<file path="src/rtl/pwm_soft_start_sequencer_if.sv">
// Wishbone slave bus bundle for the PWM soft-start sequencer.
// The master modport drives requests; the slave modport answers them.
interface pwm_soft_start_sequencer_if;
    logic        wbs_stb_i;
    logic        wbs_cyc_i;
    logic        wbs_we_i;
    logic [3:0]  wbs_sel_i;
    logic [31:0] wbs_adr_i;
    logic [31:0] wbs_dat_i;
    logic        wbs_ack_o;
    logic [31:0] wbs_dat_o;

    modport master (
        output wbs_stb_i,
        output wbs_cyc_i,
        output wbs_we_i,
        output wbs_sel_i,
        output wbs_adr_i,
        output wbs_dat_i,
        input  wbs_ack_o,
        input  wbs_dat_o
    );

    modport slave (
        input  wbs_stb_i,
        input  wbs_cyc_i,
        input  wbs_we_i,
        input  wbs_sel_i,
        input  wbs_adr_i,
        input  wbs_dat_i,
        output wbs_ack_o,
        output wbs_dat_o
    );
endinterface

</file>
<file path="src/rtl/pwm_soft_start_sequencer.sv">
// PWM soft-start sequencer.
// Ramps four PWM duty values from 0 up to programmed targets, ramps them
// back down on STOP and forces them to 0 on a driver fault. Configured over
// a Wishbone slave port (CTRL / TARGET / STEP_DIV / STATUS).
// Build option: define PWM_SEQ_STAGGER_EN to ramp channels one after another
// during RAMP; otherwise all channels ramp in parallel.
module pwm_soft_start_sequencer #(
    parameter int DUTY_W = 8,
    parameter int DIV_W  = 16
) (
    input  logic                     wb_clk_i,
    input  logic                     wb_rst_n,
    pwm_soft_start_sequencer_if.slave wbs,
    input  logic                     fault_i,
    output logic [4*DUTY_W-1:0]      duty_o,
    output logic [1:0]               irq_o
);

    // STOPPING is an internal state; it reports as RAMP on STATUS.
    typedef enum logic [2:0] {
        ST_IDLE  = 3'd0,
        ST_RAMP  = 3'd1,
        ST_RUN   = 3'd2,
        ST_FAULT = 3'd3,
        ST_STOP  = 3'd4
    } state_t;

    localparam logic [1:0] ADR_CTRL   = 2'd0;
    localparam logic [1:0] ADR_TARGET = 2'd1;
    localparam logic [1:0] ADR_DIV    = 2'd2;
    localparam logic [1:0] ADR_STATUS = 2'd3;

    // ------------------------------------------------------------------
    // Bus side
    // ------------------------------------------------------------------
    logic              bus_req;
    logic              bus_wr;
    logic [1:0]        bus_adr;
    logic              ack_reg;
    logic [31:0]       dat_reg;
    logic              start_reg;
    logic              stop_reg;
    logic              clr_reg;
    logic [DUTY_W-1:0] target_reg [4];
    logic [DIV_W-1:0]  step_div_reg;
    logic [31:0]       target_rd;
    logic [31:0]       rd_data;
    logic [1:0]        state_code;
    logic [1:0]        ch_code;
    logic              unused_bus;

    // ------------------------------------------------------------------
    // Sequencer side
    // ------------------------------------------------------------------
    logic              fault_meta_reg;
    logic              fault_sync_reg;
    logic              fault_prev_reg;
    logic              fault_rise;
    logic              fault_latch_reg;
    logic              fault_latch_next;
    state_t            state_reg;
    state_t            state_next;
    logic [DUTY_W-1:0] duty_reg    [4];
    logic [DUTY_W-1:0] duty_next   [4];
    logic [DUTY_W-1:0] duty_toward [4];
    logic [DUTY_W-1:0] duty_dec    [4];
    logic [3:0]        at_target;
    logic [3:0]        is_zero;
    logic [1:0]        irq_reg;
    logic [1:0]        irq_next;
    logic [DIV_W-1:0]  presc_reg;
    logic              tick;
`ifdef PWM_SEQ_STAGGER_EN
    logic [1:0]        ch_reg;
    logic [1:0]        ch_next;
`endif

    assign bus_req = wbs.wbs_stb_i & wbs.wbs_cyc_i & ~ack_reg;
    assign bus_wr  = bus_req & wbs.wbs_we_i;
    assign bus_adr = wbs.wbs_adr_i[3:2];

    // Only address bits [3:2] select a register.
    assign unused_bus = ^{wbs.wbs_adr_i[31:4], wbs.wbs_adr_i[1:0]};

    assign wbs.wbs_ack_o = ack_reg;
    assign wbs.wbs_dat_o = dat_reg;

    // Per-channel helpers: step toward target, step toward zero, packing.
    genvar gi;
    generate
        for (gi = 0; gi < 4; gi++) begin : g_ch
            assign at_target[gi]   = (duty_reg[gi] == target_reg[gi]);
            assign is_zero[gi]     = (duty_reg[gi] == '0);
            assign duty_toward[gi] = (duty_reg[gi] < target_reg[gi]) ? duty_reg[gi] + DUTY_W'(1) :
                                     (duty_reg[gi] > target_reg[gi]) ? duty_reg[gi] - DUTY_W'(1) :
                                                                       duty_reg[gi];
            assign duty_dec[gi]    = is_zero[gi] ? '0 : duty_reg[gi] - DUTY_W'(1);
            assign duty_o[gi*DUTY_W +: DUTY_W] = duty_reg[gi];
            assign target_rd[gi*8 +: 8]        = 8'(target_reg[gi]);
        end
    endgenerate

`ifdef PWM_SEQ_STAGGER_EN
    assign ch_code = ch_reg;
`else
    assign ch_code = 2'd0;
`endif

    // Software-visible state code; stopping reports as RAMP.
    always_comb begin
        state_code = 2'd0;
        case (state_reg)
            ST_IDLE:  state_code = 2'd0;
            ST_RAMP:  state_code = 2'd1;
            ST_STOP:  state_code = 2'd1;
            ST_RUN:   state_code = 2'd2;
            ST_FAULT: state_code = 2'd3;
            default:  state_code = 2'd0;
        endcase
    end

    // Register read multiplexer; CTRL and unused bits read as 0.
    always_comb begin
        rd_data = '0;
        case (bus_adr)
            ADR_CTRL:   rd_data = '0;
            ADR_TARGET: rd_data = target_rd;
            ADR_DIV:    rd_data = 32'(step_div_reg);
            ADR_STATUS: rd_data = {26'd0, fault_sync_reg, fault_latch_reg, ch_code, state_code};
            default:    rd_data = '0;
        endcase
    end

    // Wishbone slave: single-cycle ack, register writes, CTRL command pulses.
    always_ff @(posedge wb_clk_i or negedge wb_rst_n) begin
        if (!wb_rst_n) begin
            ack_reg      <= 1'b0;
            dat_reg      <= '0;
            start_reg    <= 1'b0;
            stop_reg     <= 1'b0;
            clr_reg      <= 1'b0;
            step_div_reg <= '0;
            for (int n = 0; n < 4; n++) begin
                target_reg[n] <= '0;
            end
        end else begin
            ack_reg   <= bus_req;
            dat_reg   <= (bus_req && !wbs.wbs_we_i) ? rd_data : '0;
            start_reg <= bus_wr && (bus_adr == ADR_CTRL) && wbs.wbs_dat_i[0];
            stop_reg  <= bus_wr && (bus_adr == ADR_CTRL) && wbs.wbs_dat_i[1];
            clr_reg   <= bus_wr && (bus_adr == ADR_CTRL) && wbs.wbs_dat_i[2];
            if (bus_wr && (bus_adr == ADR_TARGET)) begin
                for (int n = 0; n < 4; n++) begin
                    if (wbs.wbs_sel_i[n]) begin
                        target_reg[n] <= wbs.wbs_dat_i[n*8 +: DUTY_W];
                    end
                end
            end
            if (bus_wr && (bus_adr == ADR_DIV)) begin
                for (int b = 0; b < DIV_W; b++) begin
                    if (wbs.wbs_sel_i[b/8]) begin
                        step_div_reg[b] <= wbs.wbs_dat_i[b];
                    end
                end
            end
        end
    end

    // Two-flop synchronizer for the fault pin plus a delayed copy for edge detect.
    always_ff @(posedge wb_clk_i or negedge wb_rst_n) begin
        if (!wb_rst_n) begin
            fault_meta_reg <= 1'b0;
            fault_sync_reg <= 1'b0;
            fault_prev_reg <= 1'b0;
        end else begin
            fault_meta_reg <= fault_i;
            fault_sync_reg <= fault_meta_reg;
            fault_prev_reg <= fault_sync_reg;
        end
    end

    assign fault_rise = fault_sync_reg & ~fault_prev_reg;

    // Ramp prescaler: tick at STEP_DIV, restart on every state change.
    // The >= keeps it wrapping promptly if STEP_DIV is lowered mid-count.
    assign tick = (presc_reg >= step_div_reg);

    always_ff @(posedge wb_clk_i or negedge wb_rst_n) begin
        if (!wb_rst_n) begin
            presc_reg <= '0;
        end else if ((state_next != state_reg) || tick) begin
            presc_reg <= '0;
        end else begin
            presc_reg <= presc_reg + DIV_W'(1);
        end
    end

    // Sequencer state, duties, latched fault and interrupt pulses.
    always_ff @(posedge wb_clk_i or negedge wb_rst_n) begin
        if (!wb_rst_n) begin
            state_reg       <= ST_IDLE;
            fault_latch_reg <= 1'b0;
            irq_reg         <= '0;
`ifdef PWM_SEQ_STAGGER_EN
            ch_reg          <= '0;
`endif
            for (int n = 0; n < 4; n++) begin
                duty_reg[n] <= '0;
            end
        end else begin
            state_reg       <= state_next;
            fault_latch_reg <= fault_latch_next;
            irq_reg         <= irq_next;
`ifdef PWM_SEQ_STAGGER_EN
            ch_reg          <= ch_next;
`endif
            for (int n = 0; n < 4; n++) begin
                duty_reg[n] <= duty_next[n];
            end
        end
    end

    // Next-state logic. Priority: fault edge, then STOP, then START.
    always_comb begin
        state_next       = state_reg;
        duty_next        = duty_reg;
        irq_next         = '0;
        fault_latch_next = fault_latch_reg;
`ifdef PWM_SEQ_STAGGER_EN
        ch_next          = ch_reg;
`endif

        // A clear only counts once the synced fault has dropped.
        if (clr_reg && !fault_sync_reg) begin
            fault_latch_next = 1'b0;
        end

        if (fault_rise) begin
            state_next       = ST_FAULT;
            irq_next[1]      = 1'b1;
            fault_latch_next = 1'b1;
`ifdef PWM_SEQ_STAGGER_EN
            ch_next          = '0;
`endif
            for (int n = 0; n < 4; n++) begin
                duty_next[n] = '0;
            end
        end else begin
            case (state_reg)
                ST_IDLE: begin
                    for (int n = 0; n < 4; n++) begin
                        duty_next[n] = '0;
                    end
                    if (start_reg) begin
                        state_next = ST_RAMP;
`ifdef PWM_SEQ_STAGGER_EN
                        ch_next    = '0;
`endif
                    end
                end

                ST_RAMP: begin
                    if (stop_reg) begin
                        state_next = ST_STOP;
`ifdef PWM_SEQ_STAGGER_EN
                        ch_next    = '0;
`endif
                    end else if (tick) begin
`ifdef PWM_SEQ_STAGGER_EN
                        // One channel at a time; an equal compare at a tick moves on.
                        if (!at_target[ch_reg]) begin
                            duty_next[ch_reg] = duty_toward[ch_reg];
                        end else if (ch_reg == 2'd3) begin
                            state_next  = ST_RUN;
                            irq_next[0] = 1'b1;
                        end else begin
                            ch_next = ch_reg + 2'd1;
                        end
`else
                        // All channels together; leave once every one has arrived.
                        if (&at_target) begin
                            state_next  = ST_RUN;
                            irq_next[0] = 1'b1;
                        end else begin
                            duty_next = duty_toward;
                        end
`endif
                    end
                end

                ST_RUN: begin
                    if (stop_reg) begin
                        state_next = ST_STOP;
`ifdef PWM_SEQ_STAGGER_EN
                        ch_next    = '0;
`endif
                    end else if (tick) begin
                        duty_next = duty_toward;
                    end
                end

                ST_STOP: begin
                    if (tick) begin
                        if (&is_zero) begin
                            state_next = ST_IDLE;
                        end else begin
                            duty_next = duty_dec;
                        end
                    end
                end

                ST_FAULT: begin
                    for (int n = 0; n < 4; n++) begin
                        duty_next[n] = '0;
                    end
                    if (clr_reg && !fault_sync_reg) begin
                        state_next = ST_IDLE;
                    end
                end

                default: begin
                    state_next = ST_IDLE;
                end
            endcase
        end
    end

    assign irq_o = irq_reg;

endmodule

</file>
<file path="src/flat_wrapper.sv">
// flat-port wrapper written by rule: the top's interface ports become plain ports
module pwm_soft_start_sequencer_flat 
#(
    parameter int DUTY_W = 8,
    parameter int DIV_W  = 16
)
  (wb_clk_i, wb_rst_n, fault_i, duty_o, irq_o, wbs_wbs_stb_i, wbs_wbs_cyc_i, wbs_wbs_we_i, wbs_wbs_sel_i, wbs_wbs_adr_i, wbs_wbs_dat_i, wbs_wbs_ack_o, wbs_wbs_dat_o);
  pwm_soft_start_sequencer_if wbs_i ();
  input  logic wb_clk_i;
  input  logic wb_rst_n;
  input  logic fault_i;
  output logic [4*DUTY_W-1:0] duty_o;
  output logic [1:0] irq_o;
  input wire logic [$bits(wbs_i.wbs_stb_i)-1:0] wbs_wbs_stb_i;
  input wire logic [$bits(wbs_i.wbs_cyc_i)-1:0] wbs_wbs_cyc_i;
  input wire logic [$bits(wbs_i.wbs_we_i)-1:0] wbs_wbs_we_i;
  input wire logic [$bits(wbs_i.wbs_sel_i)-1:0] wbs_wbs_sel_i;
  input wire logic [$bits(wbs_i.wbs_adr_i)-1:0] wbs_wbs_adr_i;
  input wire logic [$bits(wbs_i.wbs_dat_i)-1:0] wbs_wbs_dat_i;
  output wire logic [$bits(wbs_i.wbs_ack_o)-1:0] wbs_wbs_ack_o;
  output wire logic [$bits(wbs_i.wbs_dat_o)-1:0] wbs_wbs_dat_o;
  assign wbs_i.wbs_stb_i = wbs_wbs_stb_i;
  assign wbs_i.wbs_cyc_i = wbs_wbs_cyc_i;
  assign wbs_i.wbs_we_i = wbs_wbs_we_i;
  assign wbs_i.wbs_sel_i = wbs_wbs_sel_i;
  assign wbs_i.wbs_adr_i = wbs_wbs_adr_i;
  assign wbs_i.wbs_dat_i = wbs_wbs_dat_i;
  assign wbs_wbs_ack_o = wbs_i.wbs_ack_o;
  assign wbs_wbs_dat_o = wbs_i.wbs_dat_o;
  pwm_soft_start_sequencer #(.DUTY_W(DUTY_W), .DIV_W(DIV_W)) u_core (.wb_clk_i(wb_clk_i), .wb_rst_n(wb_rst_n), .wbs(wbs_i), .fault_i(fault_i), .duty_o(duty_o), .irq_o(irq_o));
endmodule
</file>
<file path="config.mk">
export PLATFORM = sky130hd
export DESIGN_NAME = pwm_soft_start_sequencer_flat
export DESIGN_NICKNAME = d
export VERILOG_FILES = /design/src/rtl/pwm_soft_start_sequencer_if.sv /design/src/rtl/pwm_soft_start_sequencer.sv /design/src/flat_wrapper.sv
export SDC_FILE = /design/constraint.sdc
export NUM_CORES = 1
export LEC_CHECK = 0
export CORE_MARGIN = 5
export CORE_UTILIZATION = 48
export DETAILED_ROUTE_END_ITERATION = 6
export GPL_ROUTABILITY_DRIVEN = 0
export PLACE_DENSITY = 0.73
export SLEW_MARGIN = 20
export SYNTH_ARGS = -nofsm -noshare
export SYNTH_HDL_FRONTEND = slang
export SYNTH_SLANG_ARGS = --single-unit
</file>
<file path="constraint.sdc">
create_clock -name wb_clk_i -period 2.6 [get_ports wb_clk_i]
set_clock_uncertainty 0.1 [all_clocks]
set_input_delay 0.39 -clock wb_clk_i [delete_from_list [all_inputs] [get_ports wb_clk_i]]
set_output_delay 0.39 -clock wb_clk_i [all_outputs]
set_load 0.05 [all_outputs]
</file>
==> results.sh <==
export IMPL_crit_fanout=5
export IMPL_wl_per_cell_um=17.3
export IMPL_dr_total_vias=7055
export IMPL_cts_buffer_depth=2
export IMPL_yosys_area_share_xor_xnor_pct=2.08
export IMPL_nets=1148
export IMPL_hold_viol=0
export IMPL_comb_power_share_pct=54.0
export IMPL_p_int_mw=7.10
export IMPL_synthArstFlopShare_pct=100
export IMPL_placed_cell_area_um2=10000
export IMPL_violations="setup timing"
export IMPL_finish_instance_area_um2=11000
export IMPL_finalCriticalPeriod_ns=2.74
export IMPL_io_pins=141
export IMPL_timing_final_crit_share_pct=106
export IMPL_die_x_um=139
export IMPL_synth_edf_count=0
export IMPL_seq_power_share_pct=24.0
export IMPL_place_inst=1203
export IMPL_hp_class="flop to flop"
export IMPL_p_sw_mw=4.91
export IMPL_syn_inst=809
export IMPL_grt_overflow=0
export IMPL_viasPerCell=5.66
export IMPL_final_util_pct=66.6
export IMPL_cts_sinks=141
export IMPL_grt_total_usage_pct=21.9
export IMPL_syn_nets=944
export IMPL_yosysMostFrequentCell="dfrtp_1"
export IMPL_synth_compound_gate_area_share_pct=15.8
export IMPL_drive_above_1_share_pct=25.0
export IMPL_grt_max_degree=55
export IMPL_p_per_area_nw_per_um2=1100
export IMPL_ys_flop_type="dfrtp_1"
export IMPL_maxCapViolCount=0
export IMPL_firstDrtPassIters=5
export IMPL_avgSynthCellArea_um2=9.88
export IMPL_cts_reportedPaths_clkPinSlew_ns=0.06
export IMPL_peakVddDrop_uv=658
export IMPL_setup_slack_ns=-0.145
export IMPL_antenna_found_initial=0
export IMPL_cts_tree="built"
export IMPL_grt_pass1_vias=6988
export IMPL_p_clk_share_pct=22.0
export IMPL_portBuffers=110
export IMPL_swShare_pct=40.9
export IMPL_diodes=0
export IMPL_syn_area_um2=8000
export IMPL_pre_cts_ws_ns=-0.154
export IMPL_clk_latency_ns=0.42
export IMPL_max_freq_ghz=0.364
export IMPL_yosysTopAreaCell="dfrtp_1"
export IMPL_slew_headroom_pct=51.8
export IMPL_start_kind="flop"
export IMPL_worstPathArrival_ns=2.93
export IMPL_status="finished, violations left"
export IMPL_total_power_mw=12.0
export IMPL_numCtsBuffers=17
export IMPL_core_area_um2=16500
export IMPL_tightestPinTransition_ns=0.721
export IMPL_yosys_area_share_simple_pct=16.4
export IMPL_netlist_top_cells_area="dfrtp_1 (44%), ha_1 (9.5%), mux2_2 (6.8%)"
export IMPL_yosys_warnings=0
export IMPL_synth_cell_types=63
export IMPL_synth_seq_cells=141
export IMPL_rows=47
export IMPL_rsz0062_at_grt="yes"
export IMPL_area_delta_synth_final_pct=37.2
export IMPL_hpwl_um=15800
export IMPL_synth_mux_area_share_pct=7.64
export IMPL_leakagePower_nw=4.96
export IMPL_drv_slew=0
export IMPL_drtIter0Drc=433
export IMPL_synth_seq_area_share_pct=44.1
export IMPL_htreeDepth=4
export IMPL_grt_pass1_wl_um=34800
export IMPL_drt_wl_total_um=21500
export IMPL_crit_type="flop to flop"
export IMPL_stdcell_count=1246
export IMPL_drc=0
export IMPL_synthAdderAreaFrac_pct=9.55
export IMPL_worst_ep_required_time_ns=2.78
export IMPL_initial_utilization_pct=48.6
export IMPL_ant_nets=0
export IMPL_synth_top_area_share_pct=44.1
export IMPL_die_h_um=139
export IMPL_end_kind="flop"
export IMPL_synth_commonest_cells="dfrtp_1 (141), nor2_1 (66), inv_1 (64)"
export IMPL_die_area_um2=19300
export IMPL_setup_viol=26
export IMPL_cts_root_buf="clkbuf_16"
export IMPL_synth_top_family_by_area="simple AND/OR/NAND/NOR gates"
worst max-delay path, cell delays in order (launching register included):
cell      delay, ns
dfrtp_2        0.41
buf_4          0.14
ha_1           0.32
buf_4          0.13
nand3b_1       0.15
a211oi_4       0.38
nor3_4         0.09
buf_4          0.20
nor4_4         0.16
a211oi_1       0.08
o31ai_1        0.31
o31ai_1        0.15
cells in the final DEF, fill, tap and decap left out, types with 15 or more instances in the layout:
cell and count:
dfrtp_1 110, a22oi_1 15, ha_1 61, nand2_1 49, clkdlybuf4s50_1 109, dfrtp_2 31
nor2_1 64, o31ai_1 20, inv_1 64, buf_4 91, o21ai_0 19, mux2_2 48
nor3_1 33, nand3_1 23, a21oi_1 36, clkbuf_16 17
final timing paths:
path | from | to | slack (ns) | cells after the start
setup / recovery | u_core.duty_o[18] | u_core.duty_o[19] | -0.14 | 11
hold / removal | u_core.fault_meta_reg | u_core.fault_sync_reg | 0.25 | 0
setup reg to reg | u_core.duty_o[18] | u_core.duty_o[19] | -0.14 | 11
hold reg to reg | u_core.fault_meta_reg | u_core.fault_sync_reg | 0.25 | 0
max in group asynchronous | wb_rst_n | u_core.duty_o[6] | 1.25 | 3
min in group asynchronous | wb_rst_n | u_core.target_rd[21] | 0.37 | 2
kinds of logic after synthesis:
kind of cell             Yosys count
AO/OA/AOI/OAI                    185
XOR/XNOR                          19
adder cells (fa/ha/maj)           61
buffers and inverters             88
flip-flops                       141
multiplexers                      55
AND/OR/NAND/NOR                  260
metrics by stage:
| step | hold WS, ns | setup TNS (ns) |
|---|---|---|
| finish | 0.248 | -1.03 |
| global route | 0.255 | -3.36 |
| CTS | 0.250 | -0.318 |
| detailed placement | 0.237 | -5.44 |
| global placement | 0.237 | -1.97 |
| floorplan | -0.00559 | -2.76 |
cell type report:
class,count,area [um^2]
tap,220,275
inverter,64,240
fill,1310,5490
sequential,141,3570
timing repair buffer,209,1900
clock buffer,23,488
clock inverter,9,156
multi-input combinational,580,4350
power groups by stage:
stage | Sequential [mW] | Clock (mW) | Combinational, mW
final | 2.88 | 2.64 | 6.49
after global routing | 2.92 | 2.77 | 7.04
after CTS | 2.87 | 2.68 | 6.06
after detailed placement | 2.91 | 0 | 5.72
after global placement | 2.90 | 0 | 5.61
after floorplan | 3.42 | 0 | 3.19
metal layers:
| layer | vias to the layer above | global-route usage (%) | wire (um) | share of wire [%] |
|---|---|---|---|---|
| met2 | 220 | 36.6 | 10600 | 49 |
| li1 | 3362 | - | - | - |
| met3 | 33 | 3.97 | 1100 | 5.1 |
| met5 | - | 0 | 0 | 0 |
| met1 | 3440 | 28.7 | 9450 | 44 |
| met4 | 0 | 7.88 | 376 | 1.7 |
what timing repair did:
item | CTS | global route
buffers inserted | 7 | 1
cloned | 2 | 0
gates resized for setup | 17 | 37
hold buffers | 1 | 0
setup endpoints to repair | 31 | 47
pin swaps | 7 | 9
endpoints found under the hold margin | 51 | 0
Note: power is estimated with default switching activity, not from simulation.
